**src/rtl/mem_access_if.sv**
```systemverilog
// mem_access_if: request/acknowledge bus between the load/store unit and data memory.
interface mem_access_if;
   logic        mem_req_o;
   logic        mem_we_o;
   logic [31:0] mem_addr_o;
   logic [3:0]  mem_sel_o;
   logic [31:0] mem_data_o;
   logic        mem_ack_i;
   logic [31:0] mem_data_i;
   modport master (
      output mem_req_o, mem_we_o, mem_addr_o, mem_sel_o, mem_data_o,
      input  mem_ack_i, mem_data_i
   );
   modport slave (
      input  mem_req_o, mem_we_o, mem_addr_o, mem_sel_o, mem_data_o,
      output mem_ack_i, mem_data_i
   );
endinterface

```
**src/rtl/mem_access.sv**
```systemverilog
// mem_access: MIPS memory-stage load/store unit with req/ack bus, stall request and load formatting.
module mem_access #(
   parameter int TIMEOUT = 16
) (
   input  logic                clk,
   input  logic                rst,
   input  logic [7:0]          aluop_i,
   input  logic [31:0]         mem_addr_i,
   input  logic [31:0]         reg2_i,
   input  logic [4:0]          wd_i,
   input  logic                wreg_i,
   input  logic [31:0]         wdata_i,
   mem_access_if.master        bus,
   output logic [4:0]          wd_o,
   output logic                wreg_o,
   output logic [31:0]         wdata_o,
   output logic                stallreq_o,
   output logic                align_err_o,
   output logic                bus_err_o
);
   localparam logic [7:0] EXE_LB_OP  = 8'b1110_0000;
   localparam logic [7:0] EXE_LH_OP  = 8'b1110_0001;
   localparam logic [7:0] EXE_LW_OP  = 8'b1110_0011;
   localparam logic [7:0] EXE_LBU_OP = 8'b1110_0100;
   localparam logic [7:0] EXE_LHU_OP = 8'b1110_0101;
   localparam logic [7:0] EXE_SB_OP  = 8'b1110_1000;
   localparam logic [7:0] EXE_SH_OP  = 8'b1110_1001;
   localparam logic [7:0] EXE_SW_OP  = 8'b1110_1011;
   localparam int CW = $clog2(TIMEOUT);

   typedef enum logic [1:0] {S_IDLE, S_REQ, S_DONE} state_t;
   state_t r_state, w_next;

   logic [CW-1:0] r_cnt;
   logic [31:0]   r_rdata, r_addr, r_data;
   logic [3:0]    r_sel;
   logic          r_req, r_we, r_err;

   logic        w_ld, w_st, w_byte, w_half, w_word, w_sext, w_misal, w_go, w_ack, w_tmo;
   logic [1:0]  w_off;
   logic [3:0]  w_sel;
   logic [7:0]  w_bval;
   logic [15:0] w_hval;
   logic [31:0] w_sdata, w_ldata;

   assign w_ld    = aluop_i inside {EXE_LB_OP, EXE_LBU_OP, EXE_LH_OP, EXE_LHU_OP, EXE_LW_OP};
   assign w_st    = aluop_i inside {EXE_SB_OP, EXE_SH_OP, EXE_SW_OP};
   assign w_byte  = aluop_i inside {EXE_LB_OP, EXE_LBU_OP, EXE_SB_OP};
   assign w_half  = aluop_i inside {EXE_LH_OP, EXE_LHU_OP, EXE_SH_OP};
   assign w_word  = aluop_i inside {EXE_LW_OP, EXE_SW_OP};
   assign w_sext  = aluop_i inside {EXE_LB_OP, EXE_LH_OP};
   assign w_off   = mem_addr_i[1:0];
   assign w_misal = (w_half & w_off[0]) | (w_word & |w_off);
   assign w_go    = (w_ld | w_st) & ~w_misal;
   assign w_ack   = bus.mem_ack_i;
   assign w_tmo   = r_cnt == CW'(TIMEOUT - 1);

   // Big-endian lanes: offset 00 is the most significant byte.
   assign w_sel   = w_word ? 4'b1111 : w_half ? (w_off[1] ? 4'b0011 : 4'b1100) : 4'b1000 >> w_off;
   assign w_sdata = w_byte ? {4{reg2_i[7:0]}} : w_half ? {2{reg2_i[15:0]}} : reg2_i;
   assign w_bval  = 8'(r_rdata >> {~w_off, 3'b000});
   assign w_hval  = w_off[1] ? r_rdata[15:0] : r_rdata[31:16];
   assign w_ldata = w_byte ? {{24{w_sext & w_bval[7]}}, w_bval}
                  : w_half ? {{16{w_sext & w_hval[15]}}, w_hval} : r_rdata;

   assign bus.mem_req_o  = r_req;
   assign bus.mem_we_o   = r_we;
   assign bus.mem_addr_o = r_addr;
   assign bus.mem_sel_o  = r_sel;
   assign bus.mem_data_o = r_data;

   always_ff @(posedge clk or negedge rst) begin
      if (!rst) r_state <= S_IDLE;
      else      r_state <= w_next;
   end

   always_comb begin
      w_next      = r_state;
      wd_o        = wd_i;
      wreg_o      = 1'b0;
      wdata_o     = wdata_i;
      stallreq_o  = 1'b0;
      align_err_o = 1'b0;
      bus_err_o   = 1'b0;
      case (r_state)
         S_IDLE: begin
            wreg_o      = wreg_i & ~(w_ld | w_st);
            align_err_o = w_misal;
            stallreq_o  = w_go;
            w_next      = w_go ? S_REQ : S_IDLE;
         end
         S_REQ: begin
            stallreq_o = 1'b1;
            w_next     = (w_ack | w_tmo) ? S_DONE : S_REQ;
         end
         S_DONE: begin
            wreg_o    = wreg_i & w_ld & ~r_err;
            wdata_o   = w_ld ? w_ldata : wdata_i;
            bus_err_o = r_err;
            w_next    = S_IDLE;
         end
         default: w_next = S_IDLE;
      endcase
      if (!rst) begin
         wd_o        = '0;
         wreg_o      = 1'b0;
         wdata_o     = '0;
         stallreq_o  = 1'b0;
         align_err_o = 1'b0;
         bus_err_o   = 1'b0;
      end
   end

   always_ff @(posedge clk or negedge rst) begin
      if (!rst) begin
         r_cnt   <= '0;
         r_rdata <= '0;
         r_err   <= 1'b0;
         r_req   <= 1'b0;
         r_we    <= 1'b0;
         r_addr  <= '0;
         r_sel   <= '0;
         r_data  <= '0;
      end else if (r_state == S_IDLE && w_go) begin
         r_cnt  <= '0;
         r_err  <= 1'b0;
         r_req  <= 1'b1;
         r_we   <= w_st;
         r_addr <= {mem_addr_i[31:2], 2'b00};
         r_sel  <= w_sel;
         r_data <= w_sdata;
      end else if (r_state == S_REQ) begin
         r_cnt <= r_cnt + CW'(1);
         r_err <= ~w_ack & w_tmo;
         if (w_ack) r_rdata <= bus.mem_data_i;
         if (w_ack | w_tmo) r_req <= 1'b0;
      end
   end
endmodule

```
**src/flat_wrapper.sv**
```systemverilog
// flat-port wrapper written by rule: the top's interface ports become plain ports
module mem_access_flat 
#(
   parameter int TIMEOUT = 16
)
  (clk, rst, aluop_i, mem_addr_i, reg2_i, wd_i, wreg_i, wdata_i, wd_o, wreg_o, wdata_o, stallreq_o, align_err_o, bus_err_o, bus_mem_req_o, bus_mem_we_o, bus_mem_addr_o, bus_mem_sel_o, bus_mem_data_o, bus_mem_ack_i, bus_mem_data_i);
  mem_access_if bus_i ();
  input  logic clk;
  input  logic rst;
  input  logic [7:0] aluop_i;
  input  logic [31:0] mem_addr_i;
  input  logic [31:0] reg2_i;
  input  logic [4:0] wd_i;
  input  logic wreg_i;
  input  logic [31:0] wdata_i;
  output logic [4:0] wd_o;
  output logic wreg_o;
  output logic [31:0] wdata_o;
  output logic stallreq_o;
  output logic align_err_o;
  output logic bus_err_o;
  output wire logic [$bits(bus_i.mem_req_o)-1:0] bus_mem_req_o;
  output wire logic [$bits(bus_i.mem_we_o)-1:0] bus_mem_we_o;
  output wire logic [$bits(bus_i.mem_addr_o)-1:0] bus_mem_addr_o;
  output wire logic [$bits(bus_i.mem_sel_o)-1:0] bus_mem_sel_o;
  output wire logic [$bits(bus_i.mem_data_o)-1:0] bus_mem_data_o;
  input wire logic [$bits(bus_i.mem_ack_i)-1:0] bus_mem_ack_i;
  input wire logic [$bits(bus_i.mem_data_i)-1:0] bus_mem_data_i;
  assign bus_mem_req_o = bus_i.mem_req_o;
  assign bus_mem_we_o = bus_i.mem_we_o;
  assign bus_mem_addr_o = bus_i.mem_addr_o;
  assign bus_mem_sel_o = bus_i.mem_sel_o;
  assign bus_mem_data_o = bus_i.mem_data_o;
  assign bus_i.mem_ack_i = bus_mem_ack_i;
  assign bus_i.mem_data_i = bus_mem_data_i;
  mem_access #(.TIMEOUT(TIMEOUT)) u_core (.clk(clk), .rst(rst), .aluop_i(aluop_i), .mem_addr_i(mem_addr_i), .reg2_i(reg2_i), .wd_i(wd_i), .wreg_i(wreg_i), .wdata_i(wdata_i), .bus(bus_i), .wd_o(wd_o), .wreg_o(wreg_o), .wdata_o(wdata_o), .stallreq_o(stallreq_o), .align_err_o(align_err_o), .bus_err_o(bus_err_o));
endmodule
```
**config.mk**
```make
export PLATFORM = sky130hd
export DESIGN_NAME = mem_access_flat
export DESIGN_NICKNAME = d
export VERILOG_FILES = /design/src/rtl/mem_access_if.sv /design/src/rtl/mem_access.sv /design/src/flat_wrapper.sv
export SDC_FILE = /design/constraint.sdc
export NUM_CORES = 1
export LEC_CHECK = 0
export ABC_AREA = 1
export ABC_CLOCK_PERIOD_IN_PS = 2190
export CAP_MARGIN = 20
export CORE_MARGIN = 1.5
export CORE_UTILIZATION = 40
export CTS_CLUSTER_DIAMETER = 30
export DETAILED_ROUTE_END_ITERATION = 10
export PLACE_DENSITY = 0.87
export REMOVE_ABC_BUFFERS = 1
export SETUP_SLACK_MARGIN = 0.3
export SYNTH_ARGS = -nofsm -noshare
export SYNTH_HDL_FRONTEND = slang
export SYNTH_SLANG_ARGS = --single-unit
```
**constraint.sdc**
```tcl
create_clock -name clk -period 2.19 [get_ports clk]
set_input_delay 0.438 -clock clk [delete_from_list [all_inputs] [get_ports clk]]
set_output_delay 0.438 -clock clk [all_outputs]
set_load 0.02 [all_outputs]
```
=== After elaboration in Yosys (flattened, before gate mapping) ===
Cells that the tools add are included.

* Shifts and indexed selects: 2
* Add/sub/neg operators: 1
* Reductions and logical operators: 13
* Equality and inequality tests: 11
* Muxes and demuxes: 30
* Bitwise logic cells: 18

{| class="wikitable"
|+ Operators with widths
! cell !! number
|-
| $mux W32 || 7
|-
| $eq A8 B8 Y1 const B || 8
|-
| $shr A32 B5 Y8 || 1
|-
| $mux W4 || 5
|-
| $mux W16 || 1
|-
| $mux W1 || 12
|-
| $and A1 B1 Y1 || 9
|-
| $reduce_bool A3 Y1 || 3
|-
| $reduce_bool A2 Y1 || 4
|-
| $mux W5 || 1
|-
| $not A1 Y1 || 5
|-
| $reduce_bool A5 Y1 || 1
|-
| $add A4 B1 Y4 const B || 1
|-
| $eq A4 B4 Y1 const B || 1
|-
| $pmux W1 S2 || 2
|-
| $pmux W2 S2 || 1
|-
| $shr A4 B2 Y4 const A || 1
|-
| $or A1 B1 Y1 || 3
|-
| $reduce_and A3 Y1 || 1
|-
| $eq A2 B1 Y1 const B || 1
|-
| $eq A2 B2 Y1 const B || 1
|-
| $logic_not A2 Y1 || 1
|-
| $mux W2 || 1
|-
| $not A2 Y2 || 1
|-
| 3 further kinds || 3
|}

* Bits in registers: 107
* Logic and storage cells: 84

=== Logic depth before layout (Yosys ltp) ===
Gate-level depths: netlist of run 1.

* Depth in word-level cells: 9
* Gate-level depth with buffers: 11
* Gate-level depth less buffers: 10

=== Least setup slack after synthesis of run 1 ===
OpenSTA, ideal clock, no wires.

* Path type: input -> output
* Start: in aluop_i[7]
* End: out wdata_o[16]
* Slack: -4 ps
* Cell stages on the path: 9
* Data required time: 1752 ps
* Path buffers: 1
* Arrival: 1756 ps
* Cell sequence: nand2_1 -> inv_1 -> nand2_1 -> nor2_1 -> nand2_1 -> nand2_2 -> buf_2 -> nand3_1 -> a21oi_1

* Longest elaborated chain between the ends: 8
* Elaborated cells on any way between the ends: 18

{| class="wikitable"
|+ Ends and longest elaborated chain
! what !! line !! source
|-
| start: declaration || flat_wrapper.sv:10 || <nowiki>input logic [7:0] aluop_i;</nowiki>
|-
| $eq A8 B8 Y1 (on tied branches) || -- ||
|-
| $reduce_bool A2 Y1 || mem_access.sv:51 || <nowiki>assign w_sext = aluop_i inside {EXE_LB_OP, EXE_LH_OP};</nowiki>
|-
| $and A1 B1 Y1 || mem_access.sv:64 || <nowiki>: w_half ? {{16{w_sext & w_hval[15]}}, w_hval} : r_rdata;</nowiki>
|-
| $mux W32 || mem_access.sv:64 ||
|-
| $mux W32 || mem_access.sv:63 || <nowiki>assign w_ldata = w_byte ? {{24{w_sext & w_bval[7]}}, w_bval}</nowiki>
|-
| $mux W32 (*) || mem_access.sv:98 || <nowiki>wdata_o = w_ld ? w_ldata : wdata_i;</nowiki>
|-
| $mux W32 (*) || mem_access.sv:85 || <nowiki>case (r_state)</nowiki>
|-
| $mux W32 (*) || mem_access.sv:104 || <nowiki>if (!rst) begin</nowiki>
|-
| end: declaration || flat_wrapper.sv:18 || <nowiki>output logic [31:0] wdata_o;</nowiki>
|}

Every way passes the cells marked *; elsewhere a longest branch is shown, timed or not.

=== Worst setup path after layout of run 1 ===
* Start: in aluop_i[2]
* End: out wdata_o[22]

Same word-level chain as after synthesis.

==> flow_summary.ini, run 1 <==
[run_status]
status = finished, violations left
violations = negative setup slack

[logic_synthesis]
syn_inst = 904
syn_avg_cell_area_um2 = 6.84
ys_warn_count = 0
yosysSeqAreaShare = 0.433
syn_area_um2 = 6180
synth.distinct_cells = 30
synth-seq-cells = 107

[finish]
drive_gt1_frac = 0.239
finalCoreUtilization = 0.702
fill_cells = 1110
postLayoutCellArea_um2 = 10600
nets = 1374
syn_to_final_growth_pct = 72.0
fin_cells = 1421
final_cell_mix = 302 x nand2_1, 201 x clkdlybuf4s50_1, 107 x dfrtp_1
antenna_cells = 0
final_common_cell = nand2_1

[timing]
worst_pin_slew_ns = 0.646
final-hold-violation-count = 0
max_clock_freq_mhz = 411
rsz0062_at_grt = true
worst_hold_slack_ns = 0.0232
timing.final.ws_setup_ns = -0.245
fin_crit_ns = 2.43
slew_viol_final = 0
finClkSkew_ns = 0.00971
tns_ns = -5.53
finalSetupViolations = 34
relSlewSlack = 0.569
finalCritPeriodShare = 1.11

[clock_network]
clk_pin_slew_ns = 0.08
insertion_delay_ns = 0.36
numCtsBuffers = 9
cts_tree = built
htreeDepth = 3
cts_buffer_depth = 2
clockRootBuffer = clkbuf_16
cts_sinks = 107

[critical_path]
r2r_cells = 8
crit_top_cell = buf_6
max_stage_delay_ns = 0.21
cp_slowest_cell = a21oi_4
r2r_slack_ns = 0.57
cp.required_ns = 1.75
crit_path_max_fanout = 8
cp.buffers_inverters = 8
worstSetupStartpointType = input port
critical_path_class = in2out
path_cells = buf_6 > buf_6 > a21oi_4 > inv_2 > nor2_4 > buf_6 > buf_6 > buf_8 > nand2_8 > nand2_2 > inv_2 > nand3_2 > a21oi_2 > buf_4
cp-end-kind = output pin
path_delay_family = buffers and inverters
r2r_start = u_core.r_state[0]$_DFF_PN0_
critPathArrivalTime_ns = 2.00
worstReg2RegEnd = u_core.r_rdata[9]$_DFFE_PN0P_

[floorplan]
start_util = 0.408
rows = 45
core_region_area_um2 = 15100
die_area_um2 = 16200
ios = 256
die_h_um = 127
die_x_um = 127

[grt]
grt_max_degree = 72
grtUsageMet3 = 0.0720
grt_pass1_wl_um = 34900
grt_use_met1 = 0.293
met2_usage = 0.506
top_usage_layer = met2
grt_pass1_vias = 7102
overflow = 0
antenna_found_initial = 0
track_usage = 0.273

[drt]
drc = 0
wl_per_cell_um = 16.8
dr.pass1.iters = 6
antenna_left = 0
num_vias = 7499
vias_per_cell = 5.28
drt_iter0_drc = 588
drt-total-wl_um = 23800

[placement]
place_ws_ns = -1.02
placedInstanceArea_um2 = 9240
gp_congestion = 0.853
dpl.cell_count = 1354
hpwl_um = 14900
port_buffers = 253

[flow_run]
drv_cap = 0

[power]
power_density_nw_per_um2 = 723
ir_worst_vdd_mv = 0.413
power.leakage_nw = 5.27
p_total_mw = 7.69

[hold_path]
hp-class = in2async
synth_stat cells:
master | number | share of area
nor2_2 | 1 | 0.0010
nor2_1 | 74 | 0.045
clkinv_1 | 3 | 0.0018
conb_1 | 1 | 0.00061
dfrtp_1 | 107 | 0.43
buf_1 | 1 | 0.00061
nand4_1 | 1 | 0.0010
o211ai_1 | 7 | 0.0085
o2111ai_1 | 1 | 0.0014
nor3_1 | 3 | 0.0024
clkbuf_1 | 21 | 0.013
nand2_2 | 4 | 0.0040
o22ai_1 | 1 | 0.0010
buf_4 | 13 | 0.016
a21oi_4 | 2 | 0.0053
o21ai_0 | 49 | 0.040
nand2_1 | 332 | 0.20
inv_2 | 3 | 0.0018
a22oi_1 | 14 | 0.017
buf_2 | 15 | 0.012
nand3b_1 | 1 | 0.0012
nor2_4 | 3 | 0.0055
inv_4 | 1 | 0.0010
inv_1 | 95 | 0.058
a21oi_1 | 67 | 0.054
nand3_2 | 1 | 0.0016
nand3_1 | 63 | 0.051
o21ai_1 | 17 | 0.014
ha_1 | 1 | 0.0020
nand3_4 | 2 | 0.0057
timing repair:
| action | CTS | global route |
|---|---|---|
| buffers inserted | 29 | 11 |
| hold buffers | 0 | 0 |
| setup endpoints to repair | 115 | 96 |
| pin swaps | 21 | 38 |
| gates resized for setup | 293 | 123 |
| gates cloned | 10 | 1 |
area by class of cell:
cell class / instances / area (µm²) / area share
clock inverters: 7 / 80.1 / 0.00753
inverters: 102 / 403 / 0.0379
clock buffers: 9 / 225 / 0.0212
repair buffers: 361 / 3680 / 0.346
multi-input cells: 647 / 3330 / 0.313
flip-flops and latches: 107 / 2680 / 0.252
well taps: 188 / 235 / 0.0221
state kept, by name, indices dropped and copies added, names as in the netlist:
| register | cells |
|---|---|
| u_core.bus.mem_addr_o | 30 |
| u_core.bus.mem_data_o | 32 |
| u_core.bus.mem_req_o | 1 |
| u_core.bus.mem_sel_o | 4 |
| u_core.bus.mem_we_o | 1 |
| u_core.r_cnt | 4 |
| u_core.r_err | 1 |
| u_core.r_rdata | 32 |
| u_core.r_state | 2 |
how the worst max path moves through the flow:
stage                                        start     endpoint  slack (ns)  cells after the start
finish                                  aluop_i[2]  wdata_o[22]       -0.24                     14
global placement                     mem_addr_i[1]  wdata_o[20]       -0.94                     12
detailed placement                   mem_addr_i[1]  wdata_o[20]       -1.02                     12
CTS                 u_core.r_rdata[15]$_DFFE_PN0P_  wdata_o[17]       -0.18                     12
floorplan                               aluop_i[7]  wdata_o[16]       -0.90                      8
global route                            aluop_i[5]  wdata_o[17]       -0.30                     13
where the power goes:
part | internal (mW) | leakage, nW | switching, mW
combinational | 1.47 | 3.82 | 1.69
clock | 0.907 | 0.149 | 0.799
sequential | 2.51 | 1.30 | 0.312
total | 4.89 | 5.27 | 2.80
worst register-to-register path, stage by stage (launching register included):
cell and delay, ns:
dfrtp_1 0.42, buf_4 0.16, inv_1 0.07, nor2_1 0.06, buf_4 0.14, nand2_2 0.07, buf_12 0.25, nor2_1 0.15
a21oi_1 0.21
metal layers:
layer	share of wire	vias to the layer above
met2	0.50	461
met1	0.36	3442
met3	0.094	101
li1	-	3495
met5	0	-
met4	0.046	0
cell families after synthesis:
logic type	synth area share
AOI/OAI and AO/OA	0.141
buffers and inverters	0.104
DFF	0.433
adders and majority gates	0.00202
other	0.000606
and+or+nand+nor	0.320
Note: power is estimated with default switching activity, not from simulation.
==> run 2: changes to the inputs <==
- SETUP_SLACK_MARGIN: 0.3 -> 0.15
- SLEW_MARGIN: default -> 10
==> run 2 against run 1 <==
Compared with the run above: the run still ends with negative setup slack left; core utilization about the same; final area hardly changed; worst hold slack gained 0.0022 ns; critical path depth unchanged; sequential cell count unchanged; final cell count did not move; first-iteration DRC count up 6.3%; maximum frequency is 0.13% lower; non-clock buffer count unchanged; register-to-register slack worse by 0.03 ns; setup slack got worse by 0.0032 ns; sequential share of layout area about the same; largest power group unchanged.
==> flow_summary.ini, run 2 (synthesis gave the netlist of run 1 again) <==
[floorplan]
die_area_um2 = 16200
die_x_um = 127
core_region_area_um2 = 15100
die_h_um = 127
ios = 256
start_util = 0.408
rows = 45

[drt]
drt_iter0_drc = 625
drc = 0
num_vias = 7514
antenna_left = 0
vias_per_cell = 5.29
dr.pass1.iters = 6
wl_per_cell_um = 16.8
drt-total-wl_um = 23900

[grt]
track_usage = 0.273
overflow = 0
grt_pass1_vias = 7095
antenna_found_initial = 0
grt_pass1_wl_um = 34900
grt_max_degree = 72

[clock_network]
clk_pin_slew_ns = 0.08
clockRootBuffer = clkbuf_16
insertion_delay_ns = 0.36
htreeDepth = 3
cts_sinks = 107
cts_tree = built
cts_buffer_depth = 2
numCtsBuffers = 9
postCtsHoldBufs = 0

[hold_path]
hp-class = in2async

[finish]
syn_to_final_growth_pct = 72.0
final_common_cell = nand2_1
antenna_cells = 0
final_cell_mix = 302 x nand2_1, 201 x clkdlybuf4s50_1, 107 x dfrtp_1
nets = 1374
fill_cells = 1108
drive_gt1_frac = 0.238

[timing]
worst_hold_slack_ns = 0.0254
timing.final.ws_setup_ns = -0.248
finalSetupViolations = 34
final-hold-violation-count = 0
finalCritPeriodShare = 1.11
relSlewSlack = 0.566
fin_crit_ns = 2.44
rsz0062_at_grt = true
finClkSkew_ns = 0.00953
slew_viol_final = 0
worst_pin_slew_ns = 0.652
max_clock_freq_mhz = 410

[placement]
port_buffers = 253
hpwl_um = 14900
place_ws_ns = -1.02
gp_congestion = 0.853

[power]
power_density_nw_per_um2 = 723
ir_worst_vdd_mv = 0.413
power.leakage_nw = 5.30

[run_status]
violations = negative setup slack
status = finished, violations left

[critical_path]
cp.required_ns = 1.75
critical_path_class = in2out
crit_path_max_fanout = 8
critPathArrivalTime_ns = 2.00
cp-end-kind = output pin
worstSetupStartpointType = input port

[flow_run]
drv_cap = 0
==> run 2: final cells by class <==
class,instances,area (µm²),area share
clock buffer,9,225,0.0212
clock inverter,7,80.1,0.00753
inverter,102,393,0.0369
multi-input combinational,647,3330,0.313
sequential,107,2680,0.252
tap,188,235,0.0221
timing repair buffer,361,3690,0.347
==> run 2: timing repair <==
item / in CTS / in global routing
pin swaps: 21 / 38
buffers inserted: 29 / 11
cloned: 10 / 1
setup endpoints to repair: 108 / 43
gates resized for setup: 289 / 120
==> run 2: power breakdown <==
part           leakage [nW]  switching, mW  total, mW  internal [mW]
clock network         0.149          0.796       1.70          0.907
logic                  3.86           1.69       3.16           1.47
registers              1.30          0.312       2.83           2.51
total                  5.30           2.80       7.69           4.89
==> run 2: critical path, cell delays in order <==
cell     delay [ns]
buf_6          0.10
buf_6          0.12
a21oi_4        0.21
inv_2          0.07
nor2_4         0.17
buf_6          0.12
buf_6          0.09
buf_8          0.12
nand2_8        0.12
nand2_2        0.10
inv_2          0.04
nand3_2        0.07
a21oi_2        0.06
buf_4          0.16
==> run 2: path summary, 6_finish.rpt <==
kind                                                        from  cells after the start  slack (ns)                                     to
setup reg to reg                     u_core.r_state[0]$_DFF_PN0_                      7        0.54  u_core.bus.mem_addr_o[24]$_DFFE_PN0P_
max in group asynchronous                                    rst                      3        1.27  u_core.bus.mem_data_o[17]$_DFFE_PN0P_
min in group clk           u_core.bus.mem_addr_o[22]$_DFFE_PN0P_                      2        0.48  u_core.bus.mem_addr_o[22]$_DFFE_PN0P_
hold reg to reg            u_core.bus.mem_addr_o[22]$_DFFE_PN0P_                      2        0.48  u_core.bus.mem_addr_o[22]$_DFFE_PN0P_
hold / removal                                               rst                      2        0.03               u_core.r_err$_DFFE_PN0P_
setup / recovery                                      aluop_i[2]                     14       -0.25                            wdata_o[22]
==> run 2: metal layers <==
| metal | global-route usage | wire, µm | vias to the layer above |
|---|---|---|---|
| li1 | - | - | 3492 |
| met4 | 0.114 | 1040 | 0 |
| met3 | 0.0720 | 2120 | 94 |
| met5 | 0 | 0 | - |
| met2 | 0.505 | 12000 | 436 |
| met1 | 0.293 | 8680 | 3492 |
==> run 2: stage by stage <==
| step | instances | util | power (mW) | setup TNS, ns | cell area (µm²) |
|---|---|---|---|---|---|
| after detailed placement | 1354 | 0.610 | 5.67 | -67.05 | 9240 |
| after CTS | 1409 | 0.669 | 7.45 | -3.84 | 10100 |
| after global routing | 1421 | 0.702 | 8.09 | -8.15 | 10600 |
| final | 1421 | 0.702 | 7.69 | -5.77 | 10600 |
| after floorplan | 855 | - | 4.22 | -25.34 | 5930 |
| after global placement | 1354 | 0.610 | 5.56 | -61.21 | 9240 |
==> run 3: changes to the inputs <==
- CORE_MARGIN: 1.5 -> 2
- CORE_UTILIZATION: 40 -> 44
- PLACE_DENSITY: 0.87 -> 0.93
==> run 3 against run 2 <==
Compared with the run above: the run still ends with negative setup slack left; wire length shrank 0.20%; critical path depth down 1; final cell count shrank 0.77%; die area is 7.4% lower; worst hold slack improved by 0.0022 ns; sequential cell count unchanged; maximum frequency rose by 1.5%; core utilization is 5.4 points higher; setup slack improved by 0.037 ns; sequential share of layout area grew 0.43 points; clock-buffer cell count up 1; first-iteration DRC count shrank 5.1%; critical path type unchanged.
==> flow_summary.ini, run 3 (synthesis gave the netlist of run 1 again) <==
[floorplan]
ios = 256
die_x_um = 123
rows = 43
start_util = 0.447
core_region_area_um2 = 13800
die_h_um = 123
die_area_um2 = 15000

[clock_network]
cts_tree = built
cts_buffer_depth = 2
insertion_delay_ns = 0.35
htreeDepth = 3
clk_pin_slew_ns = 0.07
numCtsBuffers = 9
clockRootBuffer = clkbuf_16
cts_sinks = 107
postCtsHoldBufs = 0

[placement]
gp_congestion = 0.854
dpl.cell_count = 1356
port_buffers = 253
hpwl_um = 15600

[run_status]
status = finished, violations left
violations = negative setup slack

[critical_path]
crit_path_max_fanout = 7
cp.depth = 13
critPathArrivalTime_ns = 1.96
max_stage_delay_ns = 0.18
worstSetupStartpointType = input port
cp-end-kind = output pin
r2r_cells = 17
critical_path_class = in2out
r2r_start = u_core.r_state[1]$_DFF_PN0_
r2r_slack_ns = 0
cp.required_ns = 1.75
cp_slowest_cell = buf_12
crit_top_cell = buf_6
worstReg2RegEnd = u_core.r_cnt[0]$_DFFE_PN0P_
cp.buffers_inverters = 7
path_delay_family = buffers and inverters
path_cells = buf_8 > buf_6 > a21oi_4 > buf_6 > nand3_4 > buf_12 > buf_16 > nand3_4 > nand2_2 > inv_2 > nand3_2 > a21oi_2 > buf_6

[timing]
max_clock_freq_mhz = 416
fin_crit_ns = 2.40
relSlewSlack = 0.503
finalSetupViolations = 35
worst_hold_slack_ns = 0.0276
final-hold-violation-count = 0
slew_viol_final = 0
finalCritPeriodShare = 1.10
timing.final.ws_setup_ns = -0.211
worst_pin_slew_ns = 0.746
tns_ns = -4.54
rsz0062_at_grt = true
finClkSkew_ns = 0.00592

[drt]
wl_per_cell_um = 16.9
drt_iter0_drc = 593
num_vias = 7431
vias_per_cell = 5.27
antenna_left = 0
dr.pass1.iters = 5
drt-total-wl_um = 23800
drc = 0

[power]
power.leakage_nw = 5.30
ir_worst_vdd_mv = 0.386
power_density_nw_per_um2 = 727
p_total_mw = 7.60

[grt]
track_usage = 0.301
grt_max_degree = 72
antenna_found_initial = 1
grt_pass1_wl_um = 35100
grt_pass1_vias = 7230
overflow = 0

[finish]
fin_cells = 1410
finalCoreUtilization = 0.756
final_cell_mix = 319 x nand2_1, 201 x clkdlybuf4s50_1, 107 x dfrtp_1
nets = 1370
drive_gt1_frac = 0.220
syn_to_final_growth_pct = 69.1
final_common_cell = nand2_1

[flow_run]
drv_cap = 0

[hold_path]
hp-class = in2async
-- run 3: cell count changes in the layout (fill, tap and decap cells not counted), sizes merged --
| cell | previous run | this run |
|---|---|---|
| diode | 0 | 1 |
| nand2 | 337 | 336 |
| dlymetal6s2s | 3 | 4 |
| buf | 152 | 148 |
| dlygate4sd2 | 3 | 2 |
| clkbuf | 10 | 11 |
| bufbuf | 1 | 2 |
| clkinv | 4 | 5 |
| inv | 103 | 101 |
-- run 3: final cells by class --
class	instances	area, µm²
Inverter	102	392
Sequential cell	107	2680
Tap cell	180	225
Clock buffer	10	239
Multi-Input combinational cell	646	3270
Fill cell	903	3370
Timing Repair Buffer	358	3580
Clock inverter	6	71.3
Antenna cell	1	2.50
-- run 3: repair_timing --
item                                    4_1_cts  5_1_grt
endpoints found under the setup margin      111       48
gates resized for setup                     274       98
pin swaps                                    30       40
gates cloned                                  6        0
setup buffers                                26        5
-- run 3: worst register-to-register path: stages, from the launching register on --
cell and delay, ns:
dfrtp_1 0.39, inv_2 0.07, buf_6 0.12, buf_6 0.11
buf_6 0.10, buf_6 0.10, buf_6 0.11, buf_6 0.11
buf_6 0.11, buf_6 0.10, buf_6 0.10, buf_6 0.10
buf_6 0.10, buf_6 0.10, buf_6 0.10, buf_6 0.10
nand3b_1 0.09, nand2_1 0.06
-- run 3: layer usage --
| layer | vias to the layer above | track usage | wire, µm |
|---|---|---|---|
| li1 | 3484 | - | - |
| met1 | 3477 | 0.323 | 8560 |
| met2 | 390 | 0.557 | 12300 |
| met3 | 80 | 0.0716 | 2030 |
| met4 | 0 | 0.137 | 955 |
| met5 | - | 0 | 0 |
-- run 3: report_power, final --
part	leakage [nW]	total, mW	switching, mW	internal (mW)
registers	1.30	2.82	0.307	2.51
clock network	0.151	1.71	0.782	0.932
logic	3.86	3.07	1.65	1.42
total	5.30	7.60	2.73	4.87
-- run 3: metrics by stage --
stage | worst slack, ns | instance area (µm²)
finish | -0.211 | 10500
CTS | -0.124 | 10000
global placement | -0.958 | 9280
global route | -0.271 | 10500
floorplan | -0.895 | 5930
detailed placement | -1.07 | 9280
-- run 3: worst max-delay path by stage --
stage,start,endpoint,slack [ns]
3_5_place_dp,aluop_i[5],wdata_o[20],-1.07
3_3_place_gp,aluop_i[5],wdata_o[27],-0.96
6_report,aluop_i[2],wdata_o[21],-0.21
2_1_floorplan,aluop_i[7],wdata_o[16],-0.90
5_1_grt,aluop_i[2],wdata_o[29],-0.27
4_1_cts,aluop_i[4],wdata_o[17],-0.12
